`src/rtl/rr_sel_arbiter.sv`:
```
// rr_sel_arbiter: four-requester round-robin arbiter that drives the {A,B}
// index and EN inputs of a downstream 2-to-4 enabled decoder. Every output
// is taken directly from a flop, so the decoder select lines do not glitch.
// Optional feature macro: RR_SEL_ARBITER_GAP_EN inserts one dead (en=0)
// cycle after every grant, giving break-before-make on the decoder outputs.
module rr_sel_arbiter #(
    parameter int MAX_HOLD = 8
) (
    input  logic       clk,
    input  logic       rst_n,
    input  logic [3:0] req,
    output logic       sel_a,
    output logic       sel_b,
    output logic       en,
    output logic       timeout
);

    // The hold limit is compared against the 8-bit hold counter.
    localparam logic [7:0] HOLD_LIMIT = 8'(MAX_HOLD);

`ifdef RR_SEL_ARBITER_GAP_EN
    typedef enum logic [1:0] {
        IDLE  = 2'd0,
        GRANT = 2'd1,
        GAP   = 2'd2
    } state_t;
`else
    typedef enum logic [1:0] {
        IDLE  = 2'd0,
        GRANT = 2'd1
    } state_t;
`endif

    state_t     state_reg, state_next;
    logic [1:0] ptr_reg, ptr_next;
    logic [1:0] idx_reg, idx_next;
    logic [7:0] cnt_reg, cnt_next;
    logic       en_reg, en_next;
    logic       timeout_reg, timeout_next;
    logic       release_now;

    // Rotated candidate list: slot gi holds index ptr+1+gi (mod 4), so slot 3
    // is the last holder itself and it only wins when nobody else requests.
    logic [1:0] cand_idx [4];
    logic [3:0] cand_hit;
    logic [1:0] win_idx;
    logic       win_valid;

    genvar gi;
    generate
        for (gi = 0; gi < 4; gi++) begin : g_cand
            assign cand_idx[gi] = ptr_reg + 2'(gi + 1);
            assign cand_hit[gi] = req[cand_idx[gi]];
        end
    endgenerate

    // Pick the first requesting candidate in rotation order.
    always_comb begin
        win_valid = |cand_hit;
        win_idx   = cand_idx[3];
        for (int i = 3; i >= 0; i--) begin
            if (cand_hit[i]) begin
                win_idx = cand_idx[i];
            end
        end
    end

    // Next-state, grant bookkeeping and registered-output inputs.
    always_comb begin
        state_next   = state_reg;
        ptr_next     = ptr_reg;
        idx_next     = idx_reg;
        cnt_next     = cnt_reg;
        timeout_next = 1'b0;
        release_now  = 1'b0;

        case (state_reg)
            IDLE: begin
                if (win_valid) begin
                    state_next = GRANT;
                    idx_next   = win_idx;
                    ptr_next   = win_idx;
                    cnt_next   = 8'd1;
                end
            end

            GRANT: begin
                // A dropped request takes precedence over the hold limit, so a
                // simultaneous drop and limit is a plain release without timeout.
                if (!req[idx_reg]) begin
                    release_now = 1'b1;
                end else if (cnt_reg == HOLD_LIMIT) begin
                    release_now  = 1'b1;
                    timeout_next = 1'b1;
                end else begin
                    cnt_next = cnt_reg + 8'd1;
                end

                if (release_now) begin
`ifdef RR_SEL_ARBITER_GAP_EN
                    state_next = GAP;
                    cnt_next   = 8'd0;
`else
                    // Hand over in the same edge; en stays high across the switch.
                    if (win_valid) begin
                        idx_next = win_idx;
                        ptr_next = win_idx;
                        cnt_next = 8'd1;
                    end else begin
                        state_next = IDLE;
                        cnt_next   = 8'd0;
                    end
`endif
                end
            end

`ifdef RR_SEL_ARBITER_GAP_EN
            GAP: begin
                // Dead cycle is over: arbitrate on the requests seen now.
                if (win_valid) begin
                    state_next = GRANT;
                    idx_next   = win_idx;
                    ptr_next   = win_idx;
                    cnt_next   = 8'd1;
                end else begin
                    state_next = IDLE;
                end
            end
`endif

            default: begin
                state_next = IDLE;
                cnt_next   = 8'd0;
            end
        endcase

        en_next = (state_next == GRANT);
    end

    // State and output registers; reset drops en immediately, without a clock.
    always_ff @(posedge clk or negedge rst_n) begin
        if (!rst_n) begin
            state_reg   <= IDLE;
            ptr_reg     <= 2'd3;
            idx_reg     <= 2'd0;
            cnt_reg     <= 8'd0;
            en_reg      <= 1'b0;
            timeout_reg <= 1'b0;
        end else begin
            state_reg   <= state_next;
            ptr_reg     <= ptr_next;
            idx_reg     <= idx_next;
            cnt_reg     <= cnt_next;
            en_reg      <= en_next;
            timeout_reg <= timeout_next;
        end
    end

    // The index register only changes on a new grant, so sel holds while en=0.
    assign sel_a   = idx_reg[1];
    assign sel_b   = idx_reg[0];
    assign en      = en_reg;
    assign timeout = timeout_reg;

endmodule

```
`config.mk`:
```
export PLATFORM = sky130hd
export DESIGN_NAME = rr_sel_arbiter
export DESIGN_NICKNAME = d
export VERILOG_FILES = /design/src/rtl/rr_sel_arbiter.sv
export SDC_FILE = /design/constraint.sdc
export NUM_CORES = 1
export LEC_CHECK = 0
export BUFFER_PORTS_ARGS = -buffer_cell sky130_fd_sc_hd__buf_2
export CORE_ASPECT_RATIO = 0.7
export CORE_MARGIN = 4
export CORE_UTILIZATION = 30
export CTS_BUF_LIST = sky130_fd_sc_hd__clkbuf_8
export CTS_CLUSTER_DIAMETER = 30
export DETAILED_ROUTE_END_ITERATION = 12
export PLACE_DENSITY = 0.56
export SLEW_MARGIN = 40
export SYNTH_ARGS = -nofsm -noshare
export SYNTH_HDL_FRONTEND = slang
export SYNTH_SLANG_ARGS = --single-unit
```
`constraint.sdc`:
```
create_clock -name clk -period 1.8 [get_ports clk]
set_input_delay 0.09 -clock clk [delete_from_list [all_inputs] [get_ports clk]]
set_output_delay 0.09 -clock clk [all_outputs]
set_load 0.02 [all_outputs]
```
==> results of run 1 <==
==> layer usage <==
metal | vias up | part of all wire
met1 | 377 | 0.55
met3 | 2 | 0.035
met4 | 0 | 0.0063
met2 | 15 | 0.41
met5 | - | 0
li1 | 385 | -
==> path summary, 6_finish.rpt <==
kind / to / depth (start not counted)
worst max-delay path: idx_reg[1] / 6
worst max register to register: idx_reg[1] / 6
max in group asynchronous: ptr_reg[0] / 2
worst min register to register: ptr_reg[0] / 2
worst min-delay path: en / 3
min in group asynchronous: idx_reg[0] / 2
==> tightest hold or removal path, cell delays in order <==
cell and delay, ps:
buf_2 140, nor4_4 80, nor2_1 80
==> metrics by stage <==
stage                     utilization  power (mW)
after floorplan                     -      0.8069
after global placement         0.3617      0.9164
after detailed placement       0.3617      0.9178
after CTS                      0.3840       1.248
after global routing           0.3840       1.320
final                          0.3840       1.244
==> repair_timing <==
action	in CTS	in global routing
hold endpoints to repair	14	0
setup endpoints to repair	0	1
hold buffers	1	0
buffers inserted	0	0
==> kinds of logic (layout without fill, tap and decap cells) <==
logic type / after synthesis / after routing / share of synthesized area
and+or+nand+nor: 40 / 40 / 0.2399
AOI/OAI and AO/OA: 22 / 22 / 0.1878
DFF: 16 / 16 / 0.4198
buffers and inverters: 9 / 24 / 0.03520
muxes: 8 / 8 / 0.08735
adders and majority gates: 2 / 2 / 0.02607
other: 1 / 1 / 0.003908
==> cell type report <==
| class | instances | area, sq um |
|---|---|---|
| Fill cell | 285 | 1800 |
| Multi-Input combinational cell | 73 | 523.0 |
| Sequential cell | 16 | 402.9 |
| Timing Repair Buffer | 11 | 62.56 |
| Clock buffer | 4 | 55.05 |
| Tap cell | 36 | 45.04 |
| Inverter | 9 | 33.78 |
==> Yosys cell counts, drive strengths merged <==
master	n	share of area
o311ai	1	0.017
nor3	2	0.010
or2b	1	0.0091
a221oi	1	0.0091
inv	9	0.035
dfstp	2	0.055
nor2	6	0.023
a21boi	1	0.020
nor3b	2	0.021
a21oi	4	0.025
a31oi	4	0.026
nor4	2	0.029
nand3	7	0.037
o211ai	2	0.016
or2	1	0.0065
a21o	1	0.0078
o2bb2ai	1	0.0091
ha	2	0.026
o22ai	2	0.027
nand2	14	0.063
and2	1	0.0065
nor4b	1	0.016
a41o	1	0.010
o21ai	4	0.021
mux2i	8	0.087
dfrtp	14	0.37
conb	1	0.0039
nand2b	2	0.013
nand4	1	0.0065
==> cells in the final DEF, fill, tap and decap left out, drive strengths merged, types with 2 or more instances in the layout <==
cell type / instances
nand3: 7
nor4: 2
ha: 2
inv: 9
o22ai: 2
mux2i: 8
o21ai: 4
nand2b: 2
nor3b: 2
buf: 10
nand2: 14
o211ai: 2
dfrtp: 14
nor2: 6
dfstp: 2
clkbuf: 4
nor3: 2
a21oi: 4
a31oi: 4
==> where the power goes <==
part           switching, mW  total (mW)  internal, mW
combinational          0.237       0.408         0.172
clock                  0.132       0.326         0.194
sequential            0.0745       0.510         0.436
total                  0.443        1.24         0.802
==> run metrics, run 1 <==
status=completed; maxcap violations=0; VDD IR max=0.2903 mV; final setup violating endpoints=0; worst hold slack=177.7 ps; CTS tree=yes; Syn Std Cell Area=around 960 sq um; CTS Buffer Depth=2; DRC Markers=0; Die Ht=55.32 microns; critical path cell sequence=inv_1 > ha_1 > nor4b_2 > nand2_1 > a21boi_4 > mux2i_1; Final WS setup=approximately 150 ps; GP Congestion=0.8197; min-delay src=req[2]; post-DR vias/cell=5.228; fin cells=between 100 and 150; Mapped Nets=106; final hold vios=0; Tcrit/Tclk final=0.9168; total CTS buffers=3; crit path launch=cnt_reg[0]; met1 usage=0.1497; H-tree levels=1; setup slack after placement=143.5 ps; CP Capture Type=flip-flop; io pins=10; post-cts resize count=0; Worst Hold Class=in -> reg; GRT Util Overall=0.1000; placed instance area=1057 sq um; Yosys cell types=35; vias in the first global route=740; die area=between 4000 and 5000 sq um; Nets=between 100 and 150; WP data required=between 1500 and 2000 ps; Max Clock Skew=roughly 5.7 ps; routing usage on met3=0.03623; Critical path buffers and inverters=1; P_leak=roughly 0.49 nW; sequential area share after synthesis=0.4198; synthesis-to-finish area growth=16.95%; final wirelength=between 1500 and 2000 microns; average cell area after synthesis=between 9 and 10 sq um; Fin Setup TNS=0 ps; Die W=around 76 microns; antenna violations before repair=0; Max Fclk=roughly 600 MHz; wire per inst=~13 microns; Period minus WS final=between 1500 and 2000 ps; Largest register FFs=8; Root Buffer=clkbuf_8; core box area=2923 sq um; DR pass1 iterations=4; gr ovfl total=0; via count=roughly 800; arrival time worst endpoint=about 1800 ps; worst r2r src=cnt_reg[0]; critical path class=reg -> reg; Initial Util=0.3283; first-pass GRT wire length=~3300 microns; RSZ-0062 raised after global routing=false; largest net degree at the start of global routing=17; post-route ant nets=0; Crit path largest cell delay=between 400 and 500 ps; M2 GR Usage=0.1316; Rows=16; ratio of cells with drive above 1 in the final layout=0.2389; grt peak-use layer=met1; crit-path max FO=6; YS warnings=0; I/O Buffers=9; placed cell count=~140; Mapped Cells=98; final count of pins violating max slew=0; Worst path slowest cell=dfrtp_1; clk sinks=16; Worst path top cell family by delay=simple AND/OR/NAND/NOR gates; Register-to-Register Setup Slack=150 ps; CP startpoint kind=flip-flop; Iter 0 DRT Violations=108; clock latency on the worst-skew pair=250 ps; Finished Cell Area=around 1100 sq um; CTS clk-pin slew, worst paths=around 70 ps; hpwl dp=1457 microns; Pwr Density=roughly 1100 nW/um^2; #FFs+latches synth=16; # diodes=0
Note: power is estimated with default switching activity, not from simulation.
==> inputs of run 2 (changes only) <==
==> constraint.sdc (replaced) <==
create_clock -name clk -period 1.8 [get_ports clk]
set_input_delay 0.09 -clock clk [delete_from_list [all_inputs] [get_ports clk]]
set_output_delay 0.09 -clock clk [all_outputs]
set_load 0.1 [all_outputs]
==> run metrics, run 2 (synthesis gave the netlist of run 1 again) <==
status=completed (unchanged); maxcap violations=0 (unchanged); CP startpoint kind=flip-flop (unchanged); H-tree levels=1 (unchanged); # diodes=0 (unchanged); largest net degree at the start of global routing=17 (unchanged); wire per inst=12.96 microns (was 12.74 microns); die area=4182 sq um (unchanged); clk sinks=16 (unchanged); final count of pins violating max slew=0 (unchanged); Root Buffer=clkbuf_8 (unchanged); Switching Share=0.4186 (was 0.3557); I/O Buffers=9 (unchanged); post-cts resize count=0 (unchanged); VDD IR max=0.3294 mV (was 0.2903 mV); most frequent cells in the layout=nand2_1 (13), dfrtp_1 (12), inv_1 (9), buf_2 (9) (was dfrtp_1 (14), nand2_1 (13), inv_1 (9), buf_2 (9)); routing usage on met3=0.03261 (was 0.03623); clock latency on the worst-skew pair=250 ps (about the same); Fin Setup TNS=0 ps (unchanged); final wirelength=1944 microns (was 1898 microns); Period minus WS final=1616 ps (was 1650 ps); final hold vios=0 (unchanged); post-CTS setup buffer count=0 (unchanged); Rows=16 (unchanged); final setup violating endpoints=0 (unchanged); arrival time worst endpoint=1780 ps (was 1820 ps); post-route ant nets=0 (unchanged); critical path class=reg -> reg (unchanged); Worst Hold Class=in -> reg (unchanged); antenna violations before repair=0 (unchanged); Finished Cell Area=1132 sq um (was 1122 sq um); total CTS buffers=3 (unchanged); gr ovfl total=0 (unchanged); post-DR vias/cell=5.127 (was 5.228); Die W=75.60 microns (unchanged); sequential power share=0.365 (was 0.410); core box area=2923 sq um (unchanged); Clock power frac=0.226 (was 0.262); M2 GR Usage=0.1415 (was 0.1316); P_leak=0.4882 nW (was 0.4850 nW); io pins=10 (unchanged); via count=769 (was 779); met1 usage=0.1591 (was 0.1497); fillers=296 (was 285); grt peak-use layer=met1 (unchanged); CTS clk-pin slew, worst paths=60 ps (was 70 ps); synthesis-to-finish area growth=17.99% (was 16.95%); vias in the first global route=754 (was 740); net switching power=0.5839 mW (was 0.4427 mW); crit-path max FO=4 (was 6); Internal Power=0.8109 mW (was 0.8017 mW); Pwr Density=1232 nW/um^2 (was 1109 nW/um^2); Overall Power=1.395 mW (was 1.244 mW); Nets=123 (was 122); Largest register FFs=8 (unchanged); Iter 0 DRT Violations=86 (was 108); first-pass GRT wire length=3484 microns (was 3291 microns); CP Capture Type=flip-flop (unchanged); Initial Util=0.3283 (unchanged); Comb power frac=0.409 (was 0.328); CTS tree=yes (unchanged); DR pass1 iterations=4 (unchanged); GRT Util Overall=0.1043 (was 0.1000); Max Fclk=618.9 MHz (was 606.0 MHz); DRC Markers=0 (unchanged); hpwl dp=1515 microns (was 1457 microns); GP Congestion=0.7994 (was 0.8197); Die Ht=55.32 microns (unchanged); CTS Buffer Depth=2 (unchanged); Max Clock Skew=4.911 ps (was 5.689 ps); WP data required=1970 ps (about the same); placed instance area=1067 sq um (was 1057 sq um); Tcrit/Tclk final=0.8977 (was 0.9168); ratio of cells with drive above 1 in the final layout=0.2632 (was 0.2389); RSZ-0062 raised after global routing=false (unchanged); most common cell after layout, fill and taps aside=nand2_1 (was dfrtp_1)
==> run 2: cell types whose count changed in the layout (fill, tap and decap cells not counted), sizes merged <==
cell / before / now
buf: 10 / 11
==> run 2: worst max-delay path, stage by stage, from the launching register on <==
cell and delay, ps:
dfrtp_1 400, inv_1 80, ha_1 130, nor4b_2 260
nand2_1 190, a21boi_4 270, mux2i_1 210
==> run 2: path summary, 6_finish.rpt <==
path	endpoint	slack [ps]	cells after the start	start
min in group asynchronous	idx_reg[0]	280	2	rst_n
setup / recovery	idx_reg[1]	180	6	cnt_reg[1]
hold / removal	en	200	3	req[2]
setup reg to reg	idx_reg[1]	180	6	cnt_reg[1]
max in group asynchronous	ptr_reg[1]	1220	2	rst_n
hold reg to reg	ptr_reg[0]	550	2	ptr_reg[0]
==> run 2: what timing repair did <==
| item | CTS | global route |
|---|---|---|
| hold endpoints to repair | 14 | 0 |
| hold buffers | 1 | 0 |
| setup endpoints to repair | 0 | 0 |
==> run 2: per-stage QoR <==
step | utilization | std cells | setup slack [ps] | hold slack, ps
CTS | 0.3874 | 150 | 164.9 | 190.1
floorplan | - | 98 | 58.97 | -205.6
finish | 0.3874 | 150 | 184.2 | 201.2
global route | 0.3874 | 150 | 23.47 | 211.1
global placement | 0.3652 | 145 | 251.4 | 32.57
detailed placement | 0.3652 | 145 | 193.2 | 26.05
==> run 2: layout make-up <==
class / count / area (sq um) / share of cell area
Multi-Input combinational cell: 73 / 523.0 / 0.4619
Clock buffer: 4 / 55.05 / 0.04862
Sequential cell: 16 / 405.4 / 0.3580
Inverter: 9 / 33.78 / 0.02983
Timing Repair Buffer: 12 / 70.07 / 0.06188
Tap cell: 36 / 45.04 / 0.03978
==> run 2: per-layer routing <==
metal | routed length, microns | vias to the layer above
met4 | 14 | 0
met1 | 1075 | 370
met3 | 77 | 2
li1 | - | 387
met2 | 776 | 10
met5 | 0 | -
==> run 2: power by group through the flow <==
stage	Sequential, mW	Clock, mW	Combinational, mW
3_3_place_gp	0.514	0	0.565
4_1_cts	0.507	0.329	0.575
3_5_place_dp	0.513	0	0.570
2_1_floorplan	0.684	0	0.278
6_report	0.509	0.315	0.571
5_1_grt	0.518	0.348	0.618
